==> src/rtl/clock_sequencer.sv <==
// clock_sequencer: CPU clock-enable sequencer.
//   Debounces the mode/step buttons and selects MANUAL/SLOW/FAST/MAX rate.
//   Emits a one-cycle clock enable to the CPU.
//   Supports halt-and-single-step when the CPU raises iHalt.
// Ports:
//   iClock        system clock, all logic on posedge
//   iReset        synchronous active-high reset
//   iModeButton   raw async mode button (active-high)
//   iStepButton   raw async step button (active-high)
//   iHalt         CPU halt request (synchronous)
//   iLimit[7:0]   rate divider setting (synchronous)
//   oClockEnable  one-cycle CPU clock-enable pulse
//   oMode[1:0]    00 MANUAL, 01 SLOW, 10 FAST, 11 MAX
//   oHalted       high while halted
//   oCycleCount   saturating count of issued pulses
module clock_sequencer #(
  parameter int unsigned DEBOUNCE_CYCLES = 250000,
  parameter int unsigned SYNC_STAGES     = 2,
  parameter int unsigned SLOW_SHIFT      = 16,
  parameter int unsigned COUNT_WIDTH     = 32
) (
  input  logic                   iClock,
  input  logic                   iReset,
  input  logic                   iModeButton,
  input  logic                   iStepButton,
  input  logic                   iHalt,
  input  logic [7:0]             iLimit,
  output logic                   oClockEnable,
  output logic [1:0]             oMode,
  output logic                   oHalted,
  output logic [COUNT_WIDTH-1:0] oCycleCount
);

  localparam int unsigned DbW  = $clog2(DEBOUNCE_CYCLES + 1);
  localparam int unsigned DivW = 8 + SLOW_SHIFT + 1;

  localparam logic [1:0] ModeManual = 2'b00;
  localparam logic [1:0] ModeSlow   = 2'b01;
  localparam logic [1:0] ModeFast   = 2'b10;

  typedef enum logic {StRun, StHalted} state_e;

  // Button index 0 = mode, 1 = step.
  logic [1:0]                  raw;
  logic [1:0][SYNC_STAGES-1:0] sync_q, sync_d;
  logic [1:0][DbW-1:0]         db_cnt_q, db_cnt_d;
  logic [1:0]                  level_q, level_d;
  logic [1:0]                  event_q, event_d;

  state_e                 state_q, state_d;
  logic [1:0]             mode_q, mode_d;
  logic [DivW-1:0]        div_q, div_d;
  logic                   ce_q, ce_d;
  logic [COUNT_WIDTH-1:0] count_q, count_d;
  logic                   halt_prev_q;
  logic [7:0]             limit_prev_q;

  logic            mode_ev, step_ev, halt_rise, limit_change;
  logic [DivW-1:0] period_m1;

  assign raw = {iStepButton, iModeButton};

  // Synchronizer plus debounce: the accepted level flips only after the synced
  // input has disagreed with it for DEBOUNCE_CYCLES consecutive cycles.
  always_comb begin
    for (int b = 0; b < 2; b++) begin
      sync_d[b]   = {sync_q[b][SYNC_STAGES-2:0], raw[b]};
      level_d[b]  = level_q[b];
      event_d[b]  = 1'b0;
      db_cnt_d[b] = '0;
      if (sync_q[b][SYNC_STAGES-1] != level_q[b]) begin
        if (db_cnt_q[b] == DbW'(DEBOUNCE_CYCLES)) begin
          level_d[b] = ~level_q[b];
          event_d[b] = ~level_q[b];  // press only; release never fires
        end else begin
          db_cnt_d[b] = db_cnt_q[b] + DbW'(1);
        end
      end
    end
  end

  assign mode_ev      = event_q[0];
  assign step_ev      = event_q[1];
  assign halt_rise    = iHalt & ~halt_prev_q;
  assign limit_change = (iLimit != limit_prev_q);

  // Divider terminal value is P-1; the divider width covers the largest SLOW period.
  always_comb begin
    if (mode_q == ModeSlow) begin
      period_m1 = ((DivW'(iLimit) + DivW'(1)) << SLOW_SHIFT) - DivW'(1);
    end else begin
      period_m1 = DivW'(iLimit);
    end
  end

  always_comb begin
    state_d = state_q;
    mode_d  = mode_q;
    div_d   = div_q;
    ce_d    = 1'b0;
    case (state_q)
      StRun: begin
        if (mode_ev) begin
          mode_d = mode_q + 2'd1;
          div_d  = '0;
        end else if (halt_rise) begin
          state_d = StHalted;
        end else if (limit_change) begin
          div_d = '0;
        end else begin
          case (mode_q)
            ModeManual: ce_d = step_ev;
            ModeSlow, ModeFast: begin
              if (div_q == period_m1) begin
                ce_d  = 1'b1;
                div_d = '0;
              end else begin
                div_d = div_q + DivW'(1);
              end
            end
            default: ce_d = 1'b1;
          endcase
        end
      end
      StHalted: begin
        if (mode_ev) begin
          state_d = StRun;
          div_d   = '0;
        end else if (step_ev) begin
          ce_d = 1'b1;
        end
      end
      default: state_d = StRun;
    endcase
  end

  always_comb begin
    count_d = count_q;
    if (ce_d && !(&count_q)) begin
      count_d = count_q + COUNT_WIDTH'(1);
    end
  end

  always_ff @(posedge iClock) begin
    if (iReset) begin
      sync_q       <= '0;
      db_cnt_q     <= '0;
      level_q      <= '0;
      event_q      <= '0;
      state_q      <= StRun;
      mode_q       <= ModeManual;
      div_q        <= '0;
      ce_q         <= 1'b0;
      count_q      <= '0;
      halt_prev_q  <= 1'b0;
      limit_prev_q <= '0;
    end else begin
      sync_q       <= sync_d;
      db_cnt_q     <= db_cnt_d;
      level_q      <= level_d;
      event_q      <= event_d;
      state_q      <= state_d;
      mode_q       <= mode_d;
      div_q        <= div_d;
      ce_q         <= ce_d;
      count_q      <= count_d;
      halt_prev_q  <= iHalt;
      limit_prev_q <= iLimit;
    end
  end

  assign oClockEnable = ce_q;
  assign oMode        = mode_q;
  assign oHalted      = (state_q == StHalted);
  assign oCycleCount  = count_q;

endmodule

==> config.mk <==
export PLATFORM = sky130hd
export DESIGN_NAME = clock_sequencer
export DESIGN_NICKNAME = d
export VERILOG_FILES = /design/src/rtl/clock_sequencer.sv
export SDC_FILE = /design/constraint.sdc
export NUM_CORES = 1
export LEC_CHECK = 0
export CORE_ASPECT_RATIO = 1.25
export CORE_UTILIZATION = 35
export DETAILED_ROUTE_END_ITERATION = 16
export HOLD_SLACK_MARGIN = 0.05
export PLACE_DENSITY = 0.61
export SETUP_SLACK_MARGIN = 0.15
export SYNTH_ARGS = -nofsm -noshare
export SYNTH_HDL_FRONTEND = slang
export SYNTH_SLANG_ARGS = --single-unit
==> constraint.sdc <==
create_clock -name iClock -period 3.85 [get_ports iClock]
set_input_delay 0.9625 -clock iClock [delete_from_list [all_inputs] [get_ports iClock]]
set_output_delay 0.9625 -clock iClock [all_outputs]
set_load 0.05 [all_outputs]
; After elaboration in Yosys (flattened, before gate mapping)
; Index checks and enable logic that the tools add are counted.
[classes]
add_sub_neg = 7
n_eq_ne = 11
mux = 20
n_bitwise = 9
reduce_logical = 13
[op_table]
columns = operator, count
row1 = $mux W25, 7
row2 = $pmux W25 S2, 1
row3 = $add A18 B1 Y18 const B, 2
row4 = $eq A18 B18 Y1 const B, 2
row5 = $add A32 B1 Y32 const B, 1
row6 = $reduce_and A32 Y1, 1
row7 = $add A25 B1 Y25 const B, 1
row8 = $eq A25 B25 Y1, 1
row9 = $sub A25 B1 Y25 const B, 1
row10 = $reduce_or A3 Y1, 4
row11 = $add A8 B1 Y9 const B, 1
row12 = $mux W1, 9
row13 = $ne A8 B8 Y1, 1
row14 = $not A1 Y1, 8
row15 = $pmux W1 S2, 3
row16 = $reduce_and A2 Y1, 3
row17 = $ne A4 B3 Y1 const B, 1
row18 = $ne A3 B3 Y1 const B, 1
row19 = $reduce_and A3 Y1, 1
row20 = $add A2 B1 Y2 const B, 1
row21 = $eq A2 B1 Y1 const B, 1
row22 = $eq A2 B2 Y1 const B, 1
row23 = $logic_not A2 Y1, 1
row24 = $ne A1 B1 Y1, 2
row25 = 5 further kinds, 5
[totals]
ff_bits = 114
in_bits = 13

; Depth between registers and ports, before layout
; Gate-level depths: netlist (run 1).
[logic_depth]
word_depth = 11
mapped_depth = 14

; Least setup slack after synthesis (run 1)
; OpenSTA, ideal clock, no wires.
[synth_path]
path_type = in2reg
start = input iLimit[0]
end = register count_q[23], in the netlist oCycleCount[23]
setup_time_ns = 0.070
arrival_ns = 3.469
t_required_ns = 3.780
slack_ns = 0.310
path_stages = 12
n_path_buf = 2
cell_sequence = ha_1 buf_2 and2_1 o21ai_1 nor2_1 xnor2_1 mux2_2 nor4_4 a21oi_4 buf_6 or3_1 a21oi_1
[synth_between]
elab_chain_len = 11
elab_cells_between_ends = 12
cone_classes = add/sub: 2 / eq/ne: 2 / mux: 7 / reduce/logical: 1
[synth_rtl]
columns = element, line_no
row1 = from (decl), 27  ; input logic [7:0] iLimit,
row2 = $add A8 B1 Y9, 90  ; period_m1 = ((DivW'(iLimit) + DivW'(1)) << SLOW_SHIFT) - DivW'(1);
row3 = $sub A25 B1 Y25, 90
row4 = $mux W25, 89  ; if (mode_q == ModeSlow) begin
row5 = $eq A25 B25 Y1, 114  ; if (div_q == period_m1) begin
row6 = $mux W1, 114
row7 = $pmux W1 S2, 111  ; case (mode_q)
row8 = $mux W1 *, 108  ; end else if (limit_change) begin
row9 = $mux W1 *, 106  ; end else if (halt_rise) begin
row10 = $mux W1 *, 103  ; if (mode_ev) begin
row11 = $pmux W1 S2 *, 101  ; case (state_q)
row12 = $logic_and A1 B1 Y1 *, 139  ; if (ce_d && !(&count_q)) begin
row13 = to (signal assigned), 166  ; count_q <= count_d;
row14 = to (decl), 54  ; logic [COUNT_WIDTH-1:0] count_q, count_d;
; Mark *: on every way between the ends. The rest lies on a longest branch, timed or not.
; A chain may end at the register's enable or synchronous reset.

; Final worst setup path (run 1)
[layout_path]
start = input iLimit[0]
end = register count_q[16], in the netlist oCycleCount[16]
; The elaborated chain is that of the path after synthesis.

==> flow_summary_export.csv, run 1 <==
group,metric,value,unit
status,run_status,"completed",
sta,timing.final.max_slew_violations,0,
synth,synth_seq_cells,114,
sta,tightest_slew,0.6090,ns
route,firstDrtPassIters,4,
pwr,power.density_cell_area,382.6,nW/um^2
clock_network,clock_tree.buffer_depth,2,
route,ant_nets,0,
cells_and_area,layout.filler_cells,1612,
clock_network,cts_hold_buffers,0,
synth,postSynthNetCount,741,
clock_network,cts_sinks,114,
floorplan,fp.coreArea,16400,um^2
critical_path,worstPathRequired,4.15,ns
route,vias_per_cell,5.049,
synth,number_of_enable_flip_flop_cells_after_synthesis,0,
cells_and_area,antenna_cells,0,
route,postRouteWirelength,13.60,mm
critical_path,critPathCaptureType,"flip-flop",
critical_path,cp_max_stage_cell,"sky130_fd_sc_hd__clkdlybuf4s50_1",
run,max_cap_violations,0,
grt,globalRouteOverflowTotal,0,
sta,finalHoldViolCount,0,
route,vias,5185,
clock_network,clkSlewWorstSetupHoldPaths,0.06,ns
placed_design,hpwlAfterDp,9.410,mm
placed_design,gp_congestion,0.8062,
grt,first_global_vias,4791,
floorplan,chipWidth,118.6,um
route,avgRoutedWirePerCell,13.24,um
grt,grt_antenna_before_repair,0,
placed_design,count_of_port_buffers_added_during_placement,48,
clock_network,clock_insertion_delay_worst_skew,0.42,ns
synth,mappedNetlistArea,5946,um^2
critical_path,critPathKind,"primary input to flip-flop",
sta,fmaxAchievable,0.2751,GHz
synth,seq_total_area_yosys,38.38,%
synth,synthesis.area_per_instance,8.281,um^2
critical_path,crit_top_cell,"sky130_fd_sc_hd__mux2_2",
grt,pin_count_of_the_biggest_net_entering_global_routing,44,
synth,synthesis.instances,718,
synth,async_reset_ff_share,0,%
synth,synth.yosys.warnings,0,
cells_and_area,final_nets,821,
critical_path,worstPathCellList,"clkdlybuf4s50_1 > ha_2 > buf_4 > and2_1 > o21ai_1 > nor2_1 > xnor2_1 > mux2_2 > nor4_4 > buf_6 > a21oi_4 > nor4_1 > mux2_2",
pwr,irDropWorstVdd,0.0002952,V
floorplan,floorplan.die_area,17520,um^2
critical_path,worst_path_max_stage_delay,0.44,ns
floorplan,die_h,147.7,um
clock_network,cts_max_level,4,
critical_path,crit_path_start_kind,"primary input",
floorplan,boundaryPins,49,
critical_path,signal_arrival_time_at_the_worst_endpoint,3.94,ns
min_path,hp-class,"flip-flop to flip-flop",
clock_network,cts_tree,"yes",
cells_and_area,post_route_cells_drive_above_1_share,13.19,%
sta,post_route_clock_period_utilization,94.43,%
critical_path,crit_path_max_fanout,5,
floorplan,number_of_cell_rows,52,
clock_network,numCtsBuffers,17,
sta,slew-limit-headroom,59.40,%
sta,grt_setup_unrepaired,"no",
sta,total_neg_setup_slack,0,ns
floorplan,floorplan.initialDensity,36.26,%
grt,grt_util_all_layers,15.93,%
route,detailed_router_s_first_iteration_violation_count,229,
grt,grt_pass1_wl,22.65,mm
pwr,p_leak,0.002582,uW
synth,synth.lib_cells_used.distinct,65,
sta,clock-skew-final,0.01339,ns
sta,setup_viol,0,
clock_network,root_buffer,"sky130_fd_sc_hd__clkbuf_16",
synth,synth-main-ff-cell,"sky130_fd_sc_hd__dfxtp_1",
pwr,total_power,2890,uW
sta,post-route-min-period,3.636,ns
route,remaining_drc_errors,0,
cells_and_area,synthToLayoutAreaGrowth,27.04,%
## critical path, delay by kind of cell
family                     cells  cell delay [ns]
AOI/OAI and AO/OA              2             0.25
xor gates and xnor gates       1             0.17
buffers and inverters          3             0.74
muxes                          2             0.76
and+or+nand+nor                4             0.81
adders and majority gates      1             0.24
## layer usage
metal / track usage [%] / vias to the layer above / part of all wire [%]
met4: 6.835 / 0 / 1.4
met2: 26.29 / 69 / 47
met1: 20.03 / 2440 / 48
met5: 0 / - / 0
li1: - / 2663 / -
met3: 3.356 / 13 / 2.9
## power breakdown
part	switching, uW	internal [uW]
Clock	585	959
Combinational	77.0	71.0
Sequential	8.71	1190
## what timing repair did
action / in CTS / in global routing
gates resized for setup: 0 / 16
setup endpoints to repair: 0 / 27
buffers inserted: 0 / 1
## metrics by stage
stage | utilization (%) | hold WS, ns | setup WS, ns | cells | area (um^2)
2_1_floorplan | - | 0.4138 | 0.3101 | 718 | 5946
3_3_place_gp | 41.92 | 0.4238 | -0.2794 | 992 | 6873
3_5_place_dp | 41.92 | 0.4281 | -0.2665 | 992 | 6873
4_1_cts | 45.47 | 0.4421 | 0.1693 | 1024 | 7455
5_1_grt | 46.07 | 0.4682 | 0.1483 | 1027 | 7553
6_report | 46.07 | 0.4395 | 0.2145 | 1027 | 7553
## cell usage in the layout (no fill, tap or decap), types with 13 or more instances in the layout
| master | count |
|---|---|
| sky130_fd_sc_hd__nor2_1 | 104 |
| sky130_fd_sc_hd__xnor2_1 | 41 |
| sky130_fd_sc_hd__o21ai_0 | 23 |
| sky130_fd_sc_hd__clkbuf_16 | 17 |
| sky130_fd_sc_hd__nor4_1 | 13 |
| sky130_fd_sc_hd__a21oi_1 | 37 |
| sky130_fd_sc_hd__nand4_1 | 21 |
| sky130_fd_sc_hd__buf_4 | 38 |
| sky130_fd_sc_hd__and3_1 | 20 |
| sky130_fd_sc_hd__clkdlybuf4s50_1 | 44 |
| sky130_fd_sc_hd__nand2_1 | 42 |
| sky130_fd_sc_hd__inv_1 | 18 |
| sky130_fd_sc_hd__nor3_1 | 18 |
| sky130_fd_sc_hd__nor2b_1 | 23 |
| sky130_fd_sc_hd__dfxtp_1 | 114 |
| sky130_fd_sc_hd__nand3_1 | 40 |
| sky130_fd_sc_hd__xor2_1 | 38 |
| sky130_fd_sc_hd__or3_1 | 28 |
## area by class of cell
type | instances | area (um^2) | share of cell area (%)
clock buffer | 18 | 429.2 | 5.682
clock inverter | 14 | 152.6 | 2.021
inverter | 19 | 73.82 | 0.9773
multi-input combinational | 553 | 3472 | 45.97
sequential | 114 | 2282 | 30.21
tap | 216 | 270.3 | 3.578
timing repair buffer | 93 | 873.3 | 11.56
## cells in the mapped netlist, drive strengths merged (4+ instances only)
master  instances  area, um^2
dfxtp         114        2282
nor2          104       390.4
nand2          42       157.7
xnor2          42       367.9
nand3          40       200.2
a21oi          39       206.5
xor2           38       332.8
o21ai          31       155.2
or3            28       175.2
nand4          23       156.4
nor2b          23       143.9
and3           20       125.1
clkbuf         20       76.32
inv            19       73.82
nor3           19       100.1
nor4           15       108.9
buf            14       110.1
ha             10       125.1
and2            8       50.05
mux2i           7       73.82
and4            5       43.79
mux2            5       56.30
nand3b          4       30.03
nor3b           4       30.03
or4             4       33.78
## state kept, by name (all words and copies together), names as in the netlist, 2 cells and up
| signal | flops |
|---|---|
| oMode | 2 |
| div_q | 25 |
| event_q | 2 |
| db_cnt_q | 36 |
| sync_q | 2 |
| sync_d | 2 |
| oCycleCount | 32 |
| level_q | 2 |
| limit_prev_q | 8 |
## final timing paths
kind	startpoint	endpoint	slack, ns	cells after the start
setup / recovery	iLimit[0]	oCycleCount[16]$_SDFFE_PP0P_	0.21	13
hold / removal	sync_d[1]$_SDFF_PP0_	sync_q[1]$_SDFF_PP0_	0.44	1
setup reg to reg	oMode[1]$_SDFFE_PP0P_	oCycleCount[16]$_SDFFE_PP0P_	0.70	11
hold reg to reg	sync_d[1]$_SDFF_PP0_	sync_q[1]$_SDFF_PP0_	0.44	1
## cells by family (layout without fill, tap and decap cells)
family / after synthesis / in the layout / synth area share (%)
AO/OA/AOI/OAI: 95 / 97 / 9.512
flip-flops: 114 / 114 / 38.38
AND/OR/NAND/NOR: 354 / 354 / 31.65
multiplexers: 12 / 12 / 2.188
buffers and inverters: 53 / 144 / 4.377
XOR/XNOR: 80 / 80 / 11.78
adder cells (fa/ha/maj): 10 / 10 / 2.104
(Power assumes the default switching activity.)
==> run 2: changes to the inputs <==
--- a/config.mk
+++ b/config.mk
@@ -11,6 +11,7 @@
 export HOLD_SLACK_MARGIN = 0.05
 export PLACE_DENSITY = 0.61
 export SETUP_SLACK_MARGIN = 0.15
+export SKIP_CTS_REPAIR_TIMING = 1
 export SYNTH_ARGS = -nofsm -noshare
 export SYNTH_HDL_FRONTEND = slang
 export SYNTH_SLANG_ARGS = --single-unit
==> results of run 2 <==
No change in the layout: final DEF, timing and power equal those of run 1.
